$ cat config.mk
export PLATFORM = sky130hd
export DESIGN_NAME = lifo_rd_stream
export DESIGN_NICKNAME = d
export VERILOG_FILES = /design/src/rtl/lifo_pkg.sv /design/src/rtl/lifo_rd_skid.sv /design/src/rtl/lifo_rd_stream.sv
export SDC_FILE = /design/constraint.sdc
export NUM_CORES = 1
export LEC_CHECK = 0
export ABC_AREA = 1
export CAP_MARGIN = 30
export CORE_ASPECT_RATIO = 2
export CORE_MARGIN = 1
export CORE_UTILIZATION = 40
export DETAILED_ROUTE_END_ITERATION = 6
export PLACE_DENSITY_LB_ADDON = 0.3
export RECOVER_POWER = 25
export SETUP_SLACK_MARGIN = 0.1
export SLEW_MARGIN = 5
export SYNTH_ARGS = -nofsm -noshare
export SYNTH_HDL_FRONTEND = slang
export SYNTH_SLANG_ARGS = --single-unit
$ cat constraint.sdc
create_clock -name clk_i -period 2.5 [get_ports clk_i]
set_input_delay 0.25 -clock clk_i [delete_from_list [all_inputs] [get_ports clk_i]]
set_output_delay 0.25 -clock clk_i [all_outputs]
set_load 0.1 [all_outputs]
$ cat src/rtl/lifo_pkg.sv
// lifo_pkg: types and constants shared by the LIFO read-side stream adapter.
package lifo_pkg;

  localparam int RD_BUF_DEPTH = 2;

  typedef logic [1:0] rd_occ_t;

  // True when one more word can be requested without overrunning the read buffer.
  function automatic logic rd_has_credit(rd_occ_t occ, logic inflight, logic pop);
    logic [2:0] committed;
    committed = ({1'b0, occ} + 3'(inflight)) - 3'(pop);
    return committed < 3'(RD_BUF_DEPTH);
  endfunction

endpackage

$ cat src/rtl/lifo_rd_skid.sv
// lifo_rd_skid: 2-entry in-order buffer that absorbs the LIFO read latency.
module lifo_rd_skid
  import lifo_pkg::*;
#(
  parameter int DWIDTH = 8
) (
  input  logic              clk_i,
  input  logic              arst_n_i,
  input  logic              flush_i,
  input  logic              push_i,
  input  logic [DWIDTH-1:0] data_i,
  input  logic              pop_i,
  output logic [DWIDTH-1:0] data_o,
  output rd_occ_t           occ_o
);

  logic [DWIDTH-1:0] mem [RD_BUF_DEPTH];
  logic              head;
  logic              tail;
  rd_occ_t           occ;
  rd_occ_t           occ_next;

  always_comb begin
    // NOTE: default assigned first so every path drives occ_next and no latch is inferred.
    occ_next = occ;
    if (push_i && !pop_i) begin
      occ_next = occ + 2'd1;
    end else if (pop_i && !push_i) begin
      occ_next = occ - 2'd1;
    end
  end

  // NOTE: sequential state uses non-blocking assignments so every flop samples pre-edge values.
  always_ff @(posedge clk_i or negedge arst_n_i) begin
    if (!arst_n_i) begin
      // NOTE: the two data entries are reset so the stream data reads 0 until the first capture.
      for (int i = 0; i < RD_BUF_DEPTH; i++) begin
        mem[i] <= '0;
      end
      head <= 1'b0;
      tail <= 1'b0;
      occ  <= '0;
    end else if (flush_i) begin
      head <= 1'b0;
      tail <= 1'b0;
      occ  <= '0;
    end else begin
      if (push_i) begin
        mem[tail] <= data_i;
        tail      <= ~tail;
      end
      if (pop_i) begin
        head <= ~head;
      end
      occ <= occ_next;
    end
  end

  assign data_o = mem[head];
  assign occ_o  = occ;

  // The credit rule upstream makes a capture into a full buffer impossible.
  a_no_overflow : assert property (@(posedge clk_i) disable iff (!arst_n_i)
    (push_i && !flush_i) |-> (occ != rd_occ_t'(RD_BUF_DEPTH)));

  a_no_underflow : assert property (@(posedge clk_i) disable iff (!arst_n_i)
    pop_i |-> (occ != '0));

endmodule

$ cat src/rtl/lifo_rd_stream.sv
// lifo_rd_stream: issues LIFO reads and presents popped words as a valid/ready stream.
// Optional accepted-word counter pop_cnt_o is built when LIFO_RD_STREAM_CNT_EN is defined.
module lifo_rd_stream
  import lifo_pkg::*;
#(
  parameter int DWIDTH    = 8,
  parameter int AWIDTH    = 4,
  parameter int CNT_WIDTH = 16
) (
  input  logic                 clk_i,
  input  logic                 arst_n_i,
  output logic                 lifo_rdreq_o,
  input  logic [DWIDTH-1:0]    lifo_q_i,
  input  logic                 lifo_empty_i,
  input  logic [AWIDTH:0]      lifo_usedw_i,
  input  logic                 flush_i,
  output logic [DWIDTH-1:0]    src_data_o,
  output logic                 src_valid_o,
  input  logic                 src_ready_i,
  output logic                 busy_o
`ifdef LIFO_RD_STREAM_CNT_EN
  ,
  output logic [CNT_WIDTH-1:0] pop_cnt_o
`endif
);

  rd_occ_t occ;
  logic    inflight;
  logic    pop;
  logic    capture;

  assign pop     = src_valid_o && src_ready_i;
  assign capture = inflight && !flush_i;

  // Reset gates the request combinationally so nothing is read while held in reset.
  assign lifo_rdreq_o = arst_n_i && !lifo_empty_i && (lifo_usedw_i != '0) && !flush_i
                        && rd_has_credit(occ, inflight, pop);

  // The request is low during a flush, so the in-flight word is dropped for free.
  always_ff @(posedge clk_i or negedge arst_n_i) begin
    if (!arst_n_i) begin
      inflight <= 1'b0;
    end else begin
      inflight <= lifo_rdreq_o;
    end
  end

  lifo_rd_skid #(
    .DWIDTH (DWIDTH)
  ) u_skid (
    .clk_i    (clk_i),
    .arst_n_i (arst_n_i),
    .flush_i  (flush_i),
    .push_i   (capture),
    .data_i   (lifo_q_i),
    .pop_i    (pop),
    .data_o   (src_data_o),
    .occ_o    (occ)
  );

  assign src_valid_o = (occ != '0);
  assign busy_o      = src_valid_o || inflight;

`ifdef LIFO_RD_STREAM_CNT_EN
  // Counts accepted words; only reset clears it, flush leaves it alone.
  always_ff @(posedge clk_i or negedge arst_n_i) begin
    if (!arst_n_i) begin
      pop_cnt_o <= '0;
    end else if (pop) begin
      pop_cnt_o <= pop_cnt_o + 1'b1;
    end
  end
`else
  // CNT_WIDTH stays in the parameter list so both builds share one instantiation.
  if (CNT_WIDTH < 1) begin : g_cnt_absent
  end
`endif

endmodule

==> results of run 1 <==
-- power groups by stage --
stage          logic [mW]  clock network [mW]  registers [mW]
2_1_floorplan       0.925                   0           0.494
3_3_place_gp         1.13                   0           0.501
3_5_place_dp         1.15                   0           0.507
4_1_cts              1.19               0.220           0.498
5_1_grt              1.28               0.231           0.510
6_report             1.20               0.215           0.500
-- synth_stat cells, drive strengths merged --
master and count:
ha 1, buf 3, nor3 2, nand4 2
dfrtp 21, clkinv 1, nand2 54, o21ai 17
nand3 5, xor2 1, and2 1, nor2 5
fa 1, a21oi 1, or2 1, inv 15
-- through the flow --
stage / TNS (ps) / cell area, um2
6_report: -63.9 / 1580
4_1_cts: -124 / 1580
5_1_grt: -147 / 1580
3_5_place_dp: -72.5 / 1490
2_1_floorplan: -799 / 1190
3_3_place_gp: -35.3 / 1490
-- flip-flops by register name, summed over array words and instances, names as in the netlist --
register and cells:
inflight 1, u_skid.head 1, u_skid.mem 16, u_skid.occ_o 2, u_skid.tail 1
-- logic make-up (layout without fill, tap and decap cells) --
group / count (synthesis) / count (layout) / synth area share, %
xor gates and xnor gates: 1 / 1 / 0.771
adders and majority gates: 2 / 2 / 2.86
and+or+nand+nor: 70 / 70 / 29.0
buffers and inverters: 19 / 58 / 7.93
AOI/OAI and AO/OA: 18 / 18 / 13.2
DFF: 21 / 21 / 46.3
-- per-layer routing --
metal	vias up	part of all wire [%]
met3	5	3.3
met1	450	36
met2	20	58
met5	-	0
met4	0	2.0
li1	481	-
-- final cells by class --
type | count | share of cell area [%]
Timing Repair Buffer | 38 | 21.3
Tap cell | 29 | 2.29
Sequential cell | 21 | 33.3
Multi-Input combinational cell | 91 | 36.4
Clock buffer | 4 | 2.85
Inverter | 16 | 3.95
-- timing repair --
item / in CTS / in global routing
gates resized for setup: 0 / 1
setup endpoints to repair: 1 / 1
hold buffers: 0 / 0
pin swaps: 5 / 1
setup buffers: 5 / 1
cloned: 0 / 0
-- critical path, stage by stage, from the launching register on --
cell,delay [ps]
dfrtp_1,390
inv_2,110
nand2_8,60
nand2_4,60
inv_2,40
ha_4,190
or2_4,220
fa_2,530
nand3_2,80
nor3_4,170
buf_12,200
-- how the worst max path moves through the flow --
stage / start / to / slack, ps / depth (start not counted)
4_1_cts: u_skid.occ_o[0] / lifo_rdreq_o / -120 / 10
3_3_place_gp: src_ready_i / lifo_rdreq_o / -40 / 9
3_5_place_dp: src_ready_i / lifo_rdreq_o / -70 / 9
5_1_grt: u_skid.occ_o[0] / lifo_rdreq_o / -150 / 10
6_report: u_skid.occ_o[0] / lifo_rdreq_o / -60 / 10
2_1_floorplan: u_skid.occ_o[1] / lifo_rdreq_o / -420 / 9
==> results_dict.tcl, run 1 <==
set metrics [dict create \
    drc 0 \
    antenna_cells 0 \
    ir_worst_vdd_v 0.000943 \
    outcome "complete, but fails checks" \
    power_density_nw_per_um2 1210 \
    r2r_setup_slack_ps 450 \
    final_cell_mix "nand2_1, dfrtp_1, buf_4, o21ai_2, clkdlybuf4s50_1" \
    io-pin-count 29 \
    holdPathStages 2 \
    r2r-end "inflight" \
    syn_avg_cell_area_um2 8.67 \
    grt_usage_pct 17.5 \
    setup_viol 1 \
    ant_nets 0 \
    p_comb_share_pct 62.6 \
    antenna_found_initial 0 \
    fin_util_pct 57.8 \
    dieArea_um2 3070 \
    root_buffer "clkbuf_8" \
    multiInputGateArea_um2 576 \
    port_buffers 28 \
    timing.final.crit_share_pct 103 \
    violations "setup timing" \
    dp_slack_ps -72.5 \
    fin_ws_ps -63.9 \
    synth_cell_types 23 \
    htreeDepth 1 \
    fillCellCount 265 \
    overflow 0 \
    grtUsageMet3_pct 2.86 \
    drv_slew 0 \
    finalClockSkew_ps 2.56 \
    worst_slew_pin_slew_ps 1060 \
    drtIter0Drc 31 \
    power_frac_clock_pct 11.2 \
    power.leakage_nw 0.805 \
    p_sw_mw 1.03 \
    seqCellArea_um2 527 \
    cp_max_fo 2 \
    maxCapViolCount 0 \
    crit_arrival_ps 2310 \
    power_mw 1.91 \
    grt_pass1_vias 971 \
    holdPathEnd "u_skid.mem[4]" \
    die_h_um 77.4 \
    yosysTopAreaCell "dfrtp_1" \
    hold_path_class "reg -> reg" \
    synth_warnings 0 \
    crit_type "reg -> out" \
    synth_seq_area_share_pct 46.3 \
    wl_per_cell_um 11.3 \
    dp.cells 189 \
    syn-instance-count 131 \
    stdcell_count 199 \
    synth_nets 151 \
    area_delta_synth_final_pct 39.3 \
    drt-pass1-iter-count 4 \
    ys_seq_elements 21 \
    cp.required_ps 2250 \
    rows 27 \
    globalplace.congestion 0.656 \
    place_hpwl_um 1680 \
    rsz0062_at_grt "yes" \
    initial_core_util_pct 41.5 \
    p_seq_share_pct 26.1 \
    grt_max_degree 22 \
    r2r_start "u_skid.occ_o[0]" \
    placeableCoreArea_um2 2740 \
    hold_slack_ps 486 \
    relSlewSlack_pct 29.2 \
    switching_share_pct 53.7 \
    avgViaCountPerCell 4.80 \
    clk_latency_ps 260 \
    grt_first_pass_wirelength_um 3860 \
    fmax_ghz 0.390 \
    layout-drive-gt1-share_pct 35.3 \
    yosys-top-cells-area "dfrtp_1, nand2_1, o21ai_2" \
    synth.top_cell.area_share_pct 46.3 \
    nNetsFinal 191 \
    reg2regPathDepth 10 \
    vias 956 \
    hold_viol 0 \
    grtUsageMet2_pct 31.6 \
    routed_wl_um 2240 \
    cts_buffers 3 \
    min_period_ps 2560 \
    crit_path_start_kind "register" \
    clk_path_buf_depth 2 \
    cts_sinks 21 \
    end_kind "primary output" \
    gr-usage-met1_pct 17.9 \
    p_int_mw 0.885 \
    syn_area_um2 1140 \
    die_w_um 39.7 \
    clk_pin_slew_ps 70 \
    min-delay-start "u_skid.mem[4]" \
    cts_tree "built" \
    busiest_layer "met2" \
    layout_commonest_cell "nand2_1" \
]
Note: power is estimated with default switching activity, not from simulation.
==> inputs of run 2 (changes only) <==
--- a/config.mk
+++ b/config.mk
@@ -11,6 +11,7 @@
 export CORE_MARGIN = 1
 export CORE_UTILIZATION = 40
 export DETAILED_ROUTE_END_ITERATION = 6
+export GPL_TIMING_DRIVEN = 0
 export PLACE_DENSITY_LB_ADDON = 0.3
 export RECOVER_POWER = 25
 export SETUP_SLACK_MARGIN = 0.1
==> run 2 against run 1 <==
The run still ends with setup timing left. Via count grew 3.9%. Critical path depth is the same. Sequential cell count is the same. Cell area grew 2.5%. Critical path type unchanged. Largest power group unchanged. Highest routed layer unchanged.
==> results_dict.tcl, run 2 (same netlist as run 1, synthesis figures left out) <==
set metrics [dict create \
    outcome "complete, but fails checks" \
    violations "setup timing" \
    routed_wl_um 2510 \
    hold_viol 0 \
    ir_worst_vdd_v 0.000806 \
    layout_commonest_cell "nand2_1" \
    relSlewSlack_pct 35.9 \
    cp_max_fo 2 \
    grt_pass1_vias 1054 \
    cp_slowest_stage_delay_ps 530 \
    layout-drive-gt1-share_pct 30.4 \
    clk_pin_slew_ps 70 \
    drv_slew 0 \
    initial_core_util_pct 41.5 \
    timing.final.crit_share_pct 104 \
    tns_ps -92.2 \
    crit_path_frequent_cell "inv_2" \
    power_density_nw_per_um2 1180 \
    p_int_mw 0.875 \
    rows 27 \
    end_kind "primary output" \
    worst_slew_pin_slew_ps 958 \
    dp.cells 188 \
    nNetsFinal 192 \
    crit_path_start_kind "register" \
    cts_sinks 21 \
    clk_latency_ps 250 \
    fmax_ghz 0.386 \
    globalplace.congestion 0.722 \
    grt_usage_pct 19.5 \
    crit_type "reg -> out" \
    fin_ws_ps -92.2 \
    die_w_um 39.7 \
    area_delta_synth_final_pct 42.7 \
    final_cell_mix "nand2_1, dfrtp_1, clkdlybuf4s50_1, o21ai_2, inv_1" \
    p_seq_share_pct 25.6 \
    power_mw 1.91 \
    cts_tree "built" \
    rsz0062_at_grt "yes" \
    maxCapViolCount 0 \
    p_sw_mw 1.03 \
    critPathSlowestCell "fa_2" \
    dieArea_um2 3070 \
    drtIter0Drc 15 \
    grt_max_degree 23 \
    die_h_um 77.4 \
    switching_share_pct 54.1 \
    setup_viol 1 \
    htreeDepth 1 \
    drc 0 \
    cp.required_ps 2250 \
    placeableCoreArea_um2 2740 \
    avgViaCountPerCell 4.97 \
    overflow 0 \
    power_frac_clock_pct 11.4 \
    io-pin-count 29 \
    antenna_found_initial 0 \
    antenna_cells 0 \
    stdcell_count 200 \
    cp_cell_sequence "inv_2, nand2_8, nand2_4, inv_2, ha_4, or2_4, fa_2, nand3_2, nor3_4, buf_12" \
    cts_buffers 3 \
    postCtsHoldBufs 0 \
    regMostFlops "u_skid.mem" \
    largest_reg_flops 16 \
    place_hpwl_um 1850 \
    wl_per_cell_um 12.5 \
    power.leakage_nw 0.831 \
    vias 993 \
    p_comb_share_pct 63.1 \
    clk_path_buf_depth 2 \
    crit_arrival_ps 2340 \
    hold_path_class "in -> async" \
    min_period_ps 2590 \
    root_buffer "clkbuf_8" \
    grt_first_pass_wirelength_um 4240 \
    ant_nets 0 \
    port_buffers 28 \
    drt-pass1-iter-count 4 \
    finalClockSkew_ps 1.86 \
]
run 2: path summary, 6_finish.rpt:
kind                                       from  slack, ps  depth (start not counted)       endpoint
worst min-delay path                   arst_n_i        280                          1  u_skid.mem[7]
worst min register to register    u_skid.mem[4]        490                          2  u_skid.mem[4]
worst max-delay path            u_skid.occ_o[0]        -90                         10   lifo_rdreq_o
worst max register to register  u_skid.occ_o[0]        420                         10       inflight
max in group asynchronous              arst_n_i       1830                          2  u_skid.mem[1]
min in group clk_i                u_skid.mem[4]        490                          2  u_skid.mem[4]
run 2: worst max-delay path: cells and delay by family (launching register included):
| family | cells | cell delay, ps |
|---|---|---|
| flip-flops | 1 | 400 |
| AND/OR/NAND/NOR | 5 | 620 |
| adder cells (fa/ha/maj) | 2 | 720 |
| buffers and inverters | 3 | 350 |
run 2: what timing repair did:
item                                   in CTS  in global routing
endpoints found under the hold margin       0                  0
setup endpoints to repair                   9                  1
resized for setup                          17                  0
pin swaps                                   3                  1
setup buffers                               6                  1
run 2: per-stage QoR:
stage	hold WS (ps)	util [%]	instance area [um2]	setup slack (ps)
after floorplan	-45.6	-	1190	-419
after CTS	489	58.4	1600	-169
after global routing	286	59.3	1620	-184
after global placement	465	55.1	1510	-1020
final	280	59.3	1620	-92.2
after detailed placement	472	55.1	1510	-1070
run 2: final cells by class:
class	count	area [um2]
fillers	254	1110
multi-input cells	91	576
flip-flops and latches	21	527
repair buffers	36	348
inverters	16	60.1
clock buffers	4	45.0
well taps	29	36.3
plain buffers	3	30.0
run 2: power groups by stage:
stage,clock [mW],sequential [mW],combinational (mW)
floorplan,0,0.494,0.925
global placement,0,0.503,1.14
detailed placement,0,0.511,1.17
CTS,0.221,0.487,1.20
global route,0.235,0.499,1.28
finish,0.217,0.488,1.20
run 2: per-layer routing:
| layer | GRT usage (%) | up-vias | wire length (um) |
|---|---|---|---|
| met5 | 0 | - | 0 |
| met4 | 8.62 | 0 | 59 |
| met3 | 3.14 | 6 | 78 |
| met2 | 35.7 | 27 | 1490 |
| met1 | 19.3 | 476 | 882 |
| li1 | - | 484 | - |
==> inputs of run 3 (changes only) <==
--- a/config.mk
+++ b/config.mk
@@ -8,7 +8,7 @@
 export ABC_AREA = 1
 export CAP_MARGIN = 30
 export CORE_ASPECT_RATIO = 2
-export CORE_MARGIN = 1
+export CORE_MARGIN = 2
 export CORE_UTILIZATION = 40
 export DETAILED_ROUTE_END_ITERATION = 6
 export GPL_TIMING_DRIVEN = 0
==> run 3 against run 2 <==
The flow still finishes with violations (setup timing). Power increased by 0.12%. Final cell count decreased by 1.0%. Sequential cell count unchanged. Register-to-register slack about the same. Cell area increased by 0.69%. Largest cell class unchanged.
==> results_dict.tcl, run 3 (same netlist as run 1, synthesis figures left out) <==
set metrics [dict create \
    outcome "complete, but fails checks" \
    violations "setup timing" \
    postCtsHoldBufs 0 \
    place_hpwl_um 1930 \
    grt_first_pass_wirelength_um 4600 \
    port_buffers 28 \
    worst_slew_pin_slew_ps 959 \
    finalClockSkew_ps 3.85 \
    drt-pass1-iter-count 4 \
    layout-drive-gt1-share_pct 29.6 \
    hold_slack_ps 357 \
    antenna_found_initial 0 \
    power.leakage_nw 0.832 \
    end_kind "primary output" \
    drv_slew 0 \
    r2r_setup_slack_ps 410 \
    ir_worst_vdd_v 0.000626 \
    crit_arrival_ps 2350 \
    cts_tree "built" \
    overflow 0 \
    rsz0062_at_grt "yes" \
    clk_pin_slew_ps 70 \
    die_w_um 41.7 \
    fmax_ghz 0.384 \
    regMostFlops "u_skid.mem" \
    crit_path_start_kind "register" \
    hold_viol 0 \
    dieArea_um2 3310 \
    clk_latency_ps 260 \
    rows 27 \
    grt_pass1_vias 1042 \
    final_cell_mix "nand2_1, dfrtp_1, clkdlybuf4s50_1, o21ai_2, inv_1" \
    vias 1005 \
    cp.required_ps 2250 \
    cts_buffers 3 \
    initial_core_util_pct 41.5 \
    placeableCoreArea_um2 2740 \
    drc 0 \
    die_h_um 79.4 \
    grt_max_degree 17 \
    power_mw 1.91 \
    ant_nets 0 \
    stdcell_count 198 \
    relSlewSlack_pct 35.9 \
    area_delta_synth_final_pct 43.7 \
    antenna_cells 0 \
    routed_wl_um 2560 \
    timing.final.crit_share_pct 104 \
    power_density_nw_per_um2 1170 \
    avgViaCountPerCell 5.08 \
    crit_type "reg -> out" \
    hold_path_class "in -> async" \
    globalplace.congestion 0.744 \
    cp_max_fo 4 \
    fin_util_pct 59.7 \
    fin_ws_ps -103 \
    dp.cells 189 \
    cts_sinks 21 \
    wl_per_cell_um 12.9 \
    min_period_ps 2600 \
    maxCapViolCount 0 \
    clk_path_buf_depth 2 \
    largest_reg_flops 16 \
    drtIter0Drc 19 \
    root_buffer "clkbuf_8" \
    layout_commonest_cell "nand2_1" \
    grt_usage_pct 17.7 \
    nNetsFinal 190 \
    setup_viol 1 \
    io-pin-count 29 \
    htreeDepth 1 \
]
==> run 3: path summary, 6_finish.rpt <==
check / cells after the start / from / end
max in group asynchronous: 2 / arst_n_i / u_skid.mem[11]
min in group clk_i: 3 / src_ready_i / u_skid.head
max: 10 / u_skid.occ_o[0] / lifo_rdreq_o
min: 1 / arst_n_i / u_skid.mem[7]
min reg2reg: 2 / u_skid.mem[1] / u_skid.mem[1]
max reg2reg: 10 / u_skid.occ_o[0] / inflight
==> run 3: final cells by class <==
| class | count | area, um2 |
|---|---|---|
| Buffer | 3 | 30.0 |
| Inverter | 16 | 62.6 |
| Multi-Input combinational cell | 91 | 584 |
| Sequential cell | 21 | 527 |
| Clock buffer | 4 | 45.0 |
| Tap cell | 29 | 36.3 |
| Fill cell | 257 | 1100 |
| Timing Repair Buffer | 34 | 348 |
==> run 3: metal layers <==
layer	global-route usage, %	up-vias	wire length [um]
li1	-	483	-
met1	20.1	490	958
met2	32.2	28	1460
met3	2.71	4	105
met4	6.77	0	39
met5	0	-	0
==> run 3: report_power, final <==
part           switching [mW]  total, mW  leakage (nW)  internal (mW)
Combinational           0.877       1.20         0.531          0.324
Sequential             0.0537      0.487         0.279          0.434
Clock                   0.107      0.220        0.0228          0.114
Total                    1.04       1.91         0.832          0.872
==> run 3: critical path, cell delays in order, from the launching register on <==
cell,delay (ps)
dfrtp_1,390
inv_2,110
nand2_8,70
nand2_8,80
inv_4,30
ha_4,200
or2_4,220
fa_2,530
nand3_2,80
nor3_4,180
buf_12,200
==> run 3: through the flow <==
step | worst slack (ps) | cell area, um2 | setup TNS, ps
2_1_floorplan | -419 | 1190 | -799
3_3_place_gp | -1030 | 1510 | -1030
3_5_place_dp | -1050 | 1540 | -1050
4_1_cts | -169 | 1620 | -169
5_1_grt | -205 | 1630 | -205
6_report | -103 | 1630 | -103
==> run 3: what timing repair did <==
item	in CTS	in global routing
buffers inserted	5	0
resized for setup	17	3
setup endpoints to repair	9	1
pin swaps	3	1
